`src/rtl/util_tx_timestamp_gate_pkg.sv`:
```
// Shared types and timestamp arithmetic for the timestamp-scheduled TX gate.
// The difference helper is wrap-safe for any timestamp width up to 64 bits.
package util_tx_timestamp_gate_pkg;

    localparam int unsigned TS_MAX_WIDTH = 64;
    localparam int unsigned STAT_WIDTH   = 32;

    typedef enum logic [2:0] {
        IDLE,
        PASS_ALL,
        EXPECT_TS,
        WAIT,
        PASS,
        DROP
    } gate_state_t;

    typedef enum logic [1:0] {
        ON_TIME,
        EARLY,
        LATE
    } ts_class_t;

    // Difference is taken modulo 2^tw, then sign-extended from bit tw-1.
    function automatic logic signed [63:0] ts_diff(
        input logic [63:0] ts,
        input logic [63:0] t,
        input int unsigned tw
    );
        logic [63:0] raw;
        raw = (ts - t) << (TS_MAX_WIDTH - tw);
        return $signed(raw) >>> (TS_MAX_WIDTH - tw);
    endfunction

    function automatic ts_class_t ts_classify(
        input logic signed [63:0] d
    );
        ts_class_t res;
        if (d == 64'sd1) begin
            res = ON_TIME;
        end else if (d > 64'sd1) begin
            res = EARLY;
        end else begin
            res = LATE;
        end
        return res;
    endfunction

endpackage

```
`src/rtl/util_tx_timestamp_gate_oreg.sv`:
```
// One-stage valid/ready output register; data holds while stalled.
module util_tx_timestamp_gate_oreg #(
    parameter int unsigned DW = 64
) (
    input  logic          clk,
    input  logic          reset,
    input  logic          in_load,
    input  logic [DW-1:0] in_data,
    output logic          in_ready,
    output logic          out_valid,
    input  logic          out_ready,
    output logic [DW-1:0] out_data
);

    assign in_ready = ~out_valid | out_ready;

    always_ff @(posedge clk) begin
        if (reset) begin
            out_valid <= 1'b0;
            out_data  <= '0;
        end else if (in_load) begin
            out_valid <= 1'b1;
            out_data  <= in_data;
        end else if (out_ready) begin
            out_valid <= 1'b0;
        end
    end

endmodule

```
`src/rtl/util_tx_timestamp_gate.sv`:
```
// Holds timestamped sample groups until their start time; flags late ones.
// Define UTIL_TX_TIMESTAMP_GATE_STATS_EN for late/early event counters.
module util_tx_timestamp_gate
    import util_tx_timestamp_gate_pkg::*;
#(
    parameter int unsigned NUM_OF_CHANNELS   = 4,
    parameter int unsigned SAMPLE_DATA_WIDTH = 16,
    parameter int unsigned TIMESTAMP_WIDTH   = 64,
    parameter int unsigned EVERY_WIDTH       = 32,
    parameter int unsigned LATE_DROP         = 1
) (
    input  logic                                         clk,
    input  logic                                         reset,
    input  logic [TIMESTAMP_WIDTH-1:0]                   timestamp,
    input  logic [EVERY_WIDTH-1:0]                       timestamp_every,
    input  logic                                         s_axis_xfer_req,
    input  logic                                         s_axis_valid,
    output logic                                         s_axis_ready,
    input  logic [NUM_OF_CHANNELS*SAMPLE_DATA_WIDTH-1:0] s_axis_data,
    output logic                                         m_axis_valid,
    input  logic                                         m_axis_ready,
    output logic [NUM_OF_CHANNELS*SAMPLE_DATA_WIDTH-1:0] m_axis_data,
    output logic                                         late_strobe,
    output logic                                         waiting
`ifdef UTIL_TX_TIMESTAMP_GATE_STATS_EN
    ,
    output logic [STAT_WIDTH-1:0]                        late_count,
    output logic [STAT_WIDTH-1:0]                        early_count
`endif
);

    localparam int unsigned DW = NUM_OF_CHANNELS * SAMPLE_DATA_WIDTH;
    localparam int unsigned TW = TIMESTAMP_WIDTH;
    localparam int unsigned EW = EVERY_WIDTH;
    localparam logic [TW-1:0] TS_ONE = TW'(1);
    localparam logic [EW-1:0] EV_ONE = EW'(1);

    gate_state_t state_q;
    gate_state_t state_d;

    logic [EW-1:0]   every_q;
    logic [EW-1:0]   every_d;
    logic [EW-1:0]   cnt_q;
    logic [EW-1:0]   cnt_d;
    logic [TW-1:0]   ts_q;
    logic [TW-1:0]   ts_d;
    logic            late_q;
    logic            late_d;
    logic            load;
    logic            accept;
    logic            oreg_ready;
    logic [63:0]     ts_word64;
    logic [63:0]     now64;
    logic signed [63:0] diff;
    ts_class_t       cls;

    assign ts_word64 = 64'(s_axis_data[TW-1:0]);
    assign now64     = 64'(timestamp);
    assign diff      = ts_diff(ts_word64, now64, TW);
    assign cls       = ts_classify(diff);

    assign accept      = s_axis_valid & s_axis_ready;
    assign late_strobe = late_q;
    assign waiting     = (state_q == WAIT);

    // Ready is held off while late_strobe is up so the strobe never
    // coincides with a data word of the late group.
    always_comb begin
        s_axis_ready = 1'b0;
        unique case (state_q)
            PASS_ALL:  s_axis_ready = s_axis_xfer_req & oreg_ready;
            PASS:      s_axis_ready = s_axis_xfer_req & oreg_ready & ~late_q;
            EXPECT_TS: s_axis_ready = s_axis_xfer_req;
            DROP:      s_axis_ready = s_axis_xfer_req & ~late_q;
            default:   s_axis_ready = 1'b0;
        endcase
    end

    always_comb begin
        state_d = state_q;
        every_d = every_q;
        cnt_d   = cnt_q;
        ts_d    = ts_q;
        late_d  = 1'b0;
        load    = 1'b0;
        if (!s_axis_xfer_req) begin
            state_d = IDLE;
            cnt_d   = '0;
        end else begin
            unique case (state_q)
                IDLE: begin
                    every_d = timestamp_every;
                    cnt_d   = '0;
                    state_d = (timestamp_every == '0) ? PASS_ALL : EXPECT_TS;
                end
                PASS_ALL: begin
                    load = accept;
                end
                EXPECT_TS: begin
                    if (accept) begin
                        ts_d = s_axis_data[TW-1:0];
                        unique case (cls)
                            ON_TIME: state_d = PASS;
                            EARLY:   state_d = WAIT;
                            default: begin
                                late_d  = 1'b1;
                                state_d = (LATE_DROP != 0) ? DROP : PASS;
                            end
                        endcase
                    end
                end
                WAIT: begin
                    // Release one cycle ahead so the first word lands at ts.
                    if (timestamp == ts_q - TS_ONE) begin
                        state_d = PASS;
                    end
                end
                PASS, DROP: begin
                    load = accept & (state_q == PASS);
                    if (accept) begin
                        if (cnt_q == every_q - EV_ONE) begin
                            cnt_d   = '0;
                            state_d = EXPECT_TS;
                        end else begin
                            cnt_d = cnt_q + EV_ONE;
                        end
                    end
                end
                default: begin
                    state_d = IDLE;
                end
            endcase
        end
    end

    always_ff @(posedge clk) begin
        if (reset) begin
            state_q <= IDLE;
            every_q <= '0;
            cnt_q   <= '0;
            ts_q    <= '0;
            late_q  <= 1'b0;
        end else begin
            state_q <= state_d;
            every_q <= every_d;
            cnt_q   <= cnt_d;
            ts_q    <= ts_d;
            late_q  <= late_d;
        end
    end

    util_tx_timestamp_gate_oreg #(
        .DW(DW)
    ) u_oreg (
        .clk      (clk),
        .reset    (reset),
        .in_load  (load),
        .in_data  (s_axis_data),
        .in_ready (oreg_ready),
        .out_valid(m_axis_valid),
        .out_ready(m_axis_ready),
        .out_data (m_axis_data)
    );

`ifdef UTIL_TX_TIMESTAMP_GATE_STATS_EN
    logic                  xfer_q;
    logic                  late_evt;
    logic                  early_evt;
    logic [STAT_WIDTH-1:0] late_cnt_q;
    logic [STAT_WIDTH-1:0] early_cnt_q;

    assign late_evt  = (state_q == EXPECT_TS) & accept & (cls == LATE);
    assign early_evt = (state_q == EXPECT_TS) & accept & (cls == EARLY);

    always_ff @(posedge clk) begin
        if (reset) begin
            xfer_q      <= 1'b0;
            late_cnt_q  <= '0;
            early_cnt_q <= '0;
        end else begin
            xfer_q <= s_axis_xfer_req;
            if (s_axis_xfer_req & ~xfer_q) begin
                late_cnt_q  <= '0;
                early_cnt_q <= '0;
            end else begin
                if (late_evt && late_cnt_q != '1) begin
                    late_cnt_q <= late_cnt_q + 1'b1;
                end
                if (early_evt && early_cnt_q != '1) begin
                    early_cnt_q <= early_cnt_q + 1'b1;
                end
            end
        end
    end

    assign late_count  = late_cnt_q;
    assign early_count = early_cnt_q;
`else
    // Event counters are not built in this configuration.
`endif

endmodule

```
`config.mk`:
```
export PLATFORM = sky130hd
export DESIGN_NAME = util_tx_timestamp_gate
export DESIGN_NICKNAME = d
export VERILOG_FILES = /design/src/rtl/util_tx_timestamp_gate_pkg.sv /design/src/rtl/util_tx_timestamp_gate_oreg.sv /design/src/rtl/util_tx_timestamp_gate.sv
export SDC_FILE = /design/constraint.sdc
export NUM_CORES = 1
export LEC_CHECK = 0
export CORE_AREA = 2 2 192 156
export CTS_CLUSTER_DIAMETER = 150
export DETAILED_ROUTE_END_ITERATION = 10
export DIE_AREA = 0 0 194 158
export PLACE_DENSITY = 0.8
export SLEW_MARGIN = 20
export SYNTH_ARGS = -nofsm -noshare
export SYNTH_HDL_FRONTEND = slang
export SYNTH_SLANG_ARGS = --single-unit
export TNS_END_PERCENT = 1
```
`constraint.sdc`:
```
create_clock -name clk -period 13.4 [get_ports clk]
set_input_delay 1.34 -clock clk [delete_from_list [all_inputs] [get_ports clk]]
set_output_delay 1.34 -clock clk [all_outputs]
set_load 0.03 [all_outputs]
```
==> flow_summary.ini, run 1 <==
[hold_path]
min_from = u_oreg.out_data[18]
hold_end = u_oreg.out_data[18]
holdCritPathClass = reg2reg
min_path_cells = 2

[logic_synthesis]
synth.top_cells.by_count = nand2_1, a21oi_1, dfxtp_1
synthArstFlopShare_pct = 0
synth_cell_types = 82
ys_ff_latch = 197
synth_top_cell_area_share_pct = 25.2
synth.most_common_cell = nand2_1
syn_area_per_cell_um2 = 7.00
yosys.area.top_type = dfxtp_1
ys_top_cells_by_area = dfxtp_1, nand2_1, a21oi_1
synth-edff-count = 0
yosysWarnings = 0
netlist_area_mm2 = 0.0156
netlist_instances = 2231
synth_nets = 2463
synth-seq-area-share_pct = 25.2
ys.flop_type = dfxtp_1

[die]
die_width_um = 194
dieArea_mm2 = 0.0307
die_y_um = 158
initial_core_util_pct = 54.1
io_pins = 233
rows = 56
coreArea_mm2 = 0.0289

[clocking]
htree_num_levels = 4
cts_buffer_depth = 2
clk_pin_slew_worst_paths_ns = 0.09
post_cts_buffers = 0
cts-buffers-inserted = 17
insertion_delay_ns = 0.47
cts_resized = 0
clockRootBuffer = clkbuf_16
cts_tree = built
cts.sinks = 197
holdBufCountCts = 0

[worst_setup_path]
crit_type = in2reg
timing.rr.start = ts_q[0]
crit_chain = clkdlybuf4s50_1, inv_1, ha_1, fa_1, nand2b_1, a211oi_1, o211ai_1, a311oi_1, o31ai_1, o21ai_1, a31oi_1, or4_1, or4_1, nor4_1, nand4b_1, a32o_1
crit_arrival_ns = 6.95
crit_start = s_axis_data[0]
cp_num_buf_inv = 2
rrSetupSlack_ns = 8.46
cp-end-kind = flip-flop
slowest_delay_ns = 0.84
cpMostUsedCell = or4_1
crit_slowest_cell = nor4_1
worstSetupStartpointType = primary input
cp_data_required_time_ns = 13.75
path_max_fanout = 5
ff2ff_path_depth = 14
crit_family = compound AO/OA/AOI/OAI gates
r2r_end = state_q[2]

[timing]
finClkSkew_ns = 0.0264
setup_viol = 0
maxSlewViolCount = 0
period_needed_ns = 6.60
period_share_pct = 49.3
fmaxAchievable_mhz = 151
fin_tns_setup_ns = 0
fin_ws_ns = 6.80
rsz0062_at_grt = no
final_hold_viol_count = 0
max_slew_margin_pct = 16.2
tightestPinTransition_ns = 1.25

[status]
status = finished, final reports clean

[placed_design]
hpwl_um = 50900
pre_cts_slack_ns = 6.55
globalplace.congestion = 1.08
port_buffers = 232

[power_and_ir_drop]
powerDensity_mw_per_mm2 = 93.1
p_sw_share_pct = 38.3
p_sw_uw = 665
combPwrFrac_pct = 33.1
leakage_nw = 6.95
power.internal_mw = 1.07
clkPwrFrac_pct = 31.5
p_seq_share_pct = 35.4
peakVddDrop_uv = 89.7

[global_routing]
grt_use_met1_pct = 55.8
antenna_found_initial = 1
grtUsageMet2_pct = 57.3
grt_busiest_layer = met2
grt_max_degree = 84
grt_overflow_total = 0
grt_pass1_vias = 16100
grt_util_all_layers_pct = 39.8
gr-usage-met3_pct = 12.1
grt_pass1_wl_um = 94800

[drt]
avgRoutedWirePerCell_um = 23.2
final_antenna_net_count = 0
drt_iter0_markers = 2426
viasPerCell = 6.52
vias = 18000
routed_wl_um = 64000
dr.pass1.iters = 6
post-route-drc-count = 0

[job]
max_cap_violations = 0

[finish]
fin_util_pct = 64.5
fillers = 2496
drive_above_1_share_pct = 3.61
nNetsFinal = 2600
areaGrowthSynthToFinish_pct = 19.2
## cells in the final DEF (no fill, tap or decap), types with 24 or more instances in the layout
| master | n |
|---|---|
| a21oi_1 | 267 |
| a31oi_1 | 24 |
| clkdlybuf4s50_1 | 231 |
| dfxtp_1 | 197 |
| ha_1 | 66 |
| inv_1 | 88 |
| nand2_1 | 452 |
| nand3_1 | 52 |
| nand4_1 | 65 |
| nor2_1 | 159 |
| nor3_1 | 56 |
| nor4_1 | 48 |
| o21ai_0 | 80 |
| xnor2_1 | 86 |
| xor2_1 | 95 |
## power by group through the flow
stage               clock, mW  combinational (mW)  sequential, mW
detailed placement          0               0.549           0.625
global route            0.563               0.610           0.614
CTS                     0.543               0.552           0.612
global placement            0               0.546           0.625
floorplan                   0               0.356           0.618
finish                  0.547               0.574           0.613
## sequential cells by signal, indices dropped and copies added, names as in the netlist
| name | cells |
|---|---|
| ts_q | 64 |
| u_oreg.out_valid | 1 |
| every_q | 32 |
| late_strobe | 1 |
| state_q | 3 |
| cnt_q | 32 |
| u_oreg.out_data | 64 |
## final cells by class
class                      instances  area (um^2)  share of cell area, %
inverter                          88          330                   1.77
sequential                       197         3940                   21.2
clock buffer                      18          429                   2.30
timing repair buffer             242         2400                   12.9
tap                              377          472                   2.53
antenna                            1         2.50                 0.0134
multi-input combinational       1822        10900                   58.4
clock inverter                    14          173                  0.927
## worst register-to-register path: cells and delay by family (launching register included)
family	cells	cell delay, ns
and+or+nand+nor	7	2.60
AOI/OAI and AO/OA	4	0.96
DFF	1	0.47
adders and majority gates	1	0.39
muxes	1	0.34
buffers and inverters	1	0.11
## metal layers
| metal | share of wire, % | vias to the layer above |
|---|---|---|
| met1 | 42 | 8440 |
| met3 | 14 | 143 |
| met5 | 0 | - |
| met4 | 3.5 | 0 |
| li1 | - | 8208 |
| met2 | 41 | 1198 |
## logic make-up (layout without fill, tap and decap cells)
logic type,Yosys count,after routing,synth area share [%]
AOI/OAI and AO/OA,557,557,21.6
xor gates and xnor gates,181,181,10.1
adders and majority gates,67,67,5.41
buffers and inverters,212,362,5.38
DFF,197,197,25.2
muxes,27,27,1.78
other,0,1,0
and+or+nand+nor,990,990,30.5
## how the worst max path moves through the flow
stage	end	slack (ns)	depth (start not counted)
final	state_q[0]	6.80	16
after floorplan	state_q[0]	8.24	15
after detailed placement	state_q[0]	6.55	16
after global routing	state_q[0]	6.64	16
after CTS	state_q[0]	6.99	16
after global placement	state_q[0]	6.71	16
## through the flow
step / total power [mW] / cells / hold WS [ns] / instance area [um^2]
2_1_floorplan: 0.973 / 2231 / 0.448 / 15600
3_3_place_gp: 1.17 / 2725 / 0.441 / 18000
3_5_place_dp: 1.17 / 2726 / 0.447 / 18000
4_1_cts: 1.71 / 2758 / 0.459 / 18600
5_1_grt: 1.79 / 2759 / 0.478 / 18600
6_report: 1.73 / 2759 / 0.458 / 18600
(Power assumes the default switching activity.)
==> run 2, diff against run 1 <==
clock period = 6.2 ns   (was 13.4 ns; I/O delays follow)
==> flow_summary.ini, run 2 (synthesis results as in run 1) <==
[status]
status = finished, final reports clean

[die]
dieArea_mm2 = 0.0307
initial_core_util_pct = 54.1
coreArea_mm2 = 0.0289
rows = 56
die_width_um = 194
io_pins = 233
die_y_um = 158

[power_and_ir_drop]
p_sw_share_pct = 38.4
peakVddDrop_uv = 209
clkPwrFrac_pct = 31.9
leakage_nw = 7.00
p_seq_share_pct = 35.1
powerDensity_mw_per_mm2 = 202
finalPower_mw = 3.77
combPwrFrac_pct = 33.0
p_sw_mw = 1.45
power.internal_mw = 2.32

[clocking]
cts_tree = built
clk_pin_slew_worst_paths_ns = 0.09
holdBufCountCts = 0
htree_num_levels = 4
clockRootBuffer = clkbuf_16
insertion_delay_ns = 0.47
cts_resized = 0
cts-buffers-inserted = 17
cts.sinks = 197
cts_buffer_depth = 2
post_cts_buffers = 0

[job]
max_cap_violations = 0

[drt]
top_layer = met4
avgRoutedWirePerCell_um = 22.9
drt_iter0_markers = 2478
viasPerCell = 6.46
routed_wl_um = 63300
vias = 17900
dr.pass1.iters = 6
dr_wl_met2_um = 25700
post-route-drc-count = 0
met3_wirelength_um = 7980
final_antenna_net_count = 0
wl_met1_um = 27700

[worst_setup_path]
timing.rr.start = ts_q[1]
slowest_delay_ns = 0.54
r2r_end = state_q[2]
crit_family = compound AO/OA/AOI/OAI gates
crit_type = in2reg
worstSetupStartpointType = primary input
cp_num_buf_inv = 3
cp-end-kind = flip-flop
ff2ff_path_depth = 14
rrSetupSlack_ns = 1.38
crit_arrival_ns = 5.78
path_max_fanout = 5
crit_chain = clkdlybuf4s50_1, inv_1, ha_1, fa_1, nand2b_1, a211oi_1, o21ai_0, a32oi_1, a21oi_1, o41a_1, a2111o_1, or4_1, nor4_1, buf_4, nand4b_1, a32o_1
crit_slowest_cell = a211oi_1
crit_start = s_axis_data[0]
cp_data_required_time_ns = 6.56

[timing]
tightestPinTransition_ns = 1.03
period_share_pct = 87.5
fin_hold_ws_ns = 0.458
fmaxAchievable_mhz = 184
fin_tns_setup_ns = 0
max_slew_margin_pct = 30.6
final_hold_viol_count = 0
rsz0062_at_grt = no
fin_ws_ns = 0.777
finClkSkew_ns = 0.0191
setup_viol = 0
period_needed_ns = 5.42
maxSlewViolCount = 0

[finish]
drive_above_1_share_pct = 4.02
fillers = 2536
reg_top3 = ts_q: 64 flops, u_oreg.out_data: 64 flops
layout.cells.non_filler = 2768
final_common_cell = nand2_1
areaGrowthSynthToFinish_pct = 19.7
mostFrequentLayoutCells = nand2_1, a21oi_1, clkdlybuf4s50_1
fin_util_pct = 64.8
stdcell_area_mm2 = 0.0187
nNetsFinal = 2609

[global_routing]
grt_overflow_total = 0
grt_pass1_vias = 16000
grt_util_all_layers_pct = 39.6
antenna_found_initial = 1
grt_max_degree = 86
grt_pass1_wl_um = 94300

[placed_design]
pre_cts_slack_ns = 0.524
hpwl_um = 50800
globalplace.congestion = 1.07
postPlaceCellArea_mm2 = 0.0181
port_buffers = 232
place_inst = 2735

[hold_path]
holdCritPathClass = reg2reg
hold_end = u_oreg.out_data[45]
min_path_cells = 2
min_from = u_oreg.out_data[45]
==> run 2: cell count changes in the layout (fill, tap and decap cells not counted) <==
cell,before,now
nand2_1,452,451
inv_8,2,3
clkinv_8,4,3
buf_4,10,19
inv_12,2,4
clkinv_4,1,0
nand2_2,3,4
inv_6,5,4
==> run 2: worst max path at each step <==
| stage | end | slack [ns] | cells past startpoint |
|---|---|---|---|
| after detailed placement | state_q[0] | 0.52 | 17 |
| after CTS | state_q[0] | 0.99 | 17 |
| after global placement | state_q[0] | 0.64 | 15 |
| final | state_q[0] | 0.78 | 16 |
| after floorplan | state_q[0] | 1.76 | 15 |
| after global routing | state_q[0] | 0.69 | 17 |
==> run 2: worst reg2reg max path, cell delays in order, from the launching register on <==
cell and delay, ns:
dfxtp_1 0.46, inv_1 0.11, ha_1 0.29, nor2b_1 0.33, nand2_2 0.14, nor4_4 0.77
nand2_1 0.24, mux2_2 0.35, a2111o_1 0.37, or4_1 0.49, or4_1 0.46, a211oi_2 0.25
a21oi_1 0.12, nor3b_2 0.18, o221a_1 0.19
==> run 2: power by group through the flow <==
stage | Combinational, mW | Clock, mW | Sequential, mW
6_report | 1.24 | 1.20 | 1.32
5_1_grt | 1.33 | 1.25 | 1.33
4_1_cts | 1.20 | 1.21 | 1.32
3_5_place_dp | 1.19 | 0 | 1.35
3_3_place_gp | 1.19 | 0 | 1.35
2_1_floorplan | 0.768 | 0 | 1.34
==> run 2: layout make-up <==
| class | count | area (um^2) | share of cell area, % |
|---|---|---|---|
| multi-input combinational | 1822 | 10900 | 58.2 |
| tap | 377 | 472 | 2.52 |
| clock inverter | 14 | 183 | 0.977 |
| sequential | 197 | 3940 | 21.1 |
| clock buffer | 18 | 429 | 2.29 |
| inverter | 88 | 330 | 1.77 |
| antenna | 1 | 2.50 | 0.0134 |
| timing repair buffer | 251 | 2470 | 13.2 |
==> run 2: per-layer routing <==
| layer | track usage [%] | vias to the layer above |
|---|---|---|
| li1 | - | 8228 |
| met1 | 56.1 | 8379 |
| met2 | 57.0 | 1130 |
| met3 | 12.2 | 150 |
| met4 | 12.5 | 0 |
| met5 | 0 | - |
==> run 3, diff against run 2 <==
CORE_AREA = 2 2 172 174   (was 2 2 192 156)
DIE_AREA = 0 0 174 176   (was 0 0 194 158)
PLACE_DENSITY = 0.83   (was 0.8)
==> flow_summary.ini, run 3 (synthesis results as in run 1) <==
[status]
status = finished, final reports clean

[worst_setup_path]
r2r_end = state_q[2]
timing.rr.start = ts_q[11]
worstSetupStartpointType = primary input
path_max_fanout = 6
ff2ff_path_depth = 12
cp_num_buf_inv = 3
crit_type = in2reg
cp_data_required_time_ns = 6.57
rrSetupSlack_ns = 1.55
slowest_delay_ns = 0.66
crit_chain = clkdlybuf4s50_1, inv_1, ha_1, a21oi_1, o211ai_1, a21boi_0, a21oi_1, o31ai_1, mux2i_1, o211ai_1, or4b_1, or4_1, nor4_1, buf_4, nand4b_1, a32o_1
crit_arrival_ns = 5.94
crit_slowest_cell = nor4_1
crit_family = compound AO/OA/AOI/OAI gates
cp-end-kind = flip-flop

[hold_path]
min_path_cells = 2
hold_end = u_oreg.out_data[26]
min_from = u_oreg.out_data[26]
holdCritPathClass = reg2reg

[finish]
fillers = 2534
areaGrowthSynthToFinish_pct = 19.6
stdcell_area_mm2 = 0.0187
drive_above_1_share_pct = 3.94
layout.cells.non_filler = 2773
mostFrequentLayoutCells = nand2_1, a21oi_1, clkdlybuf4s50_1
fin_util_pct = 65.5
reg_top3 = ts_q: 64 flops, u_oreg.out_data: 64 flops
final_common_cell = nand2_1
nNetsFinal = 2606

[global_routing]
grt_pass1_wl_um = 94300
grt_overflow_total = 0
antenna_found_initial = 2
grt_pass1_vias = 16600
grt_util_all_layers_pct = 39.5
grt_max_degree = 85

[timing]
fin_hold_ws_ns = 0.454
fin_ws_ns = 0.632
finClkSkew_ns = 0.0127
final_hold_viol_count = 0
tightestPinTransition_ns = 1.14
fmaxAchievable_mhz = 180
period_share_pct = 89.8
period_needed_ns = 5.57
setup_viol = 0
maxSlewViolCount = 0
fin_tns_setup_ns = 0
rsz0062_at_grt = no
max_slew_margin_pct = 23.4

[placed_design]
globalplace.congestion = 1.06
postPlaceCellArea_mm2 = 0.0181
port_buffers = 232
pre_cts_slack_ns = 0.384
place_inst = 2739
hpwl_um = 49700

[die]
die_width_um = 174
rows = 62
io_pins = 233
coreArea_mm2 = 0.0285
initial_core_util_pct = 54.7
dieArea_mm2 = 0.0306
die_y_um = 176

[drt]
vias = 17800
dr.pass1.iters = 6
viasPerCell = 6.42
drt_iter0_markers = 2261
final_antenna_net_count = 0
routed_wl_um = 62500
avgRoutedWirePerCell_um = 22.5
post-route-drc-count = 0

[power_and_ir_drop]
finalPower_mw = 3.75
powerDensity_mw_per_mm2 = 201
peakVddDrop_uv = 190
leakage_nw = 6.98

[clocking]
cts_tree = built
holdBufCountCts = 0
insertion_delay_ns = 0.47
post_cts_buffers = 0
cts_resized = 0
cts_buffer_depth = 2
cts.sinks = 197
clk_pin_slew_worst_paths_ns = 0.09
clockRootBuffer = clkbuf_16
cts-buffers-inserted = 17
htree_num_levels = 4

[job]
max_cap_violations = 0
## run 3: final cells by class
cell class | count | area [um^2] | area share [%]
Timing Repair Buffer | 248 | 2450 | 13.1
Inverter | 88 | 330 | 1.77
Clock inverter | 15 | 183 | 0.977
Clock buffer | 17 | 425 | 2.28
Multi-Input combinational cell | 1822 | 10900 | 58.2
Antenna cell | 2 | 5.00 | 0.0268
Tap cell | 384 | 480 | 2.57
Sequential cell | 197 | 3940 | 21.1
## run 3: worst reg2reg max path: stages (launching register included)
cell and delay (ns):
dfxtp_1 0.38, nor3_1 0.56, nand4_1 0.36, nor4_4 0.68, nand2_1 0.22, mux2_2 0.35, a2111o_1 0.34, or4_1 0.48
or4_1 0.47, a211oi_2 0.24, a21oi_1 0.12, nor3b_2 0.20, o221a_1 0.20
## run 3: layer usage
layer  share of wire [%]  wire length (um)  track usage [%]  vias to the layer above
li1                    -                 -                -                     8225
met1                  42             26200             53.6                     8323
met2                  44             27400             61.2                     1082
met3                  10              6290             7.17                      171
met4                 4.2              2650             17.8                        0
met5                   0                 0                0                        -
## run 3: worst max-delay path by stage
stage / startpoint / endpoint / slack (ns) / cells past startpoint
global route: s_axis_data[0] / state_q[0] / 0.49 / 18
global placement: timestamp[25] / state_q[0] / 0.38 / 16
floorplan: s_axis_data[0] / state_q[0] / 1.76 / 15
detailed placement: timestamp[8] / state_q[0] / 0.38 / 16
CTS: timestamp[25] / state_q[0] / 0.85 / 16
finish: timestamp[8] / state_q[0] / 0.63 / 16
## run 3: power breakdown
group	internal, mW	switching [mW]	leakage (nW)
combinational	0.476	0.765	5.10
clock	0.584	0.605	0.296
sequential	1.29	0.0376	1.59
total	2.35	1.41	6.98
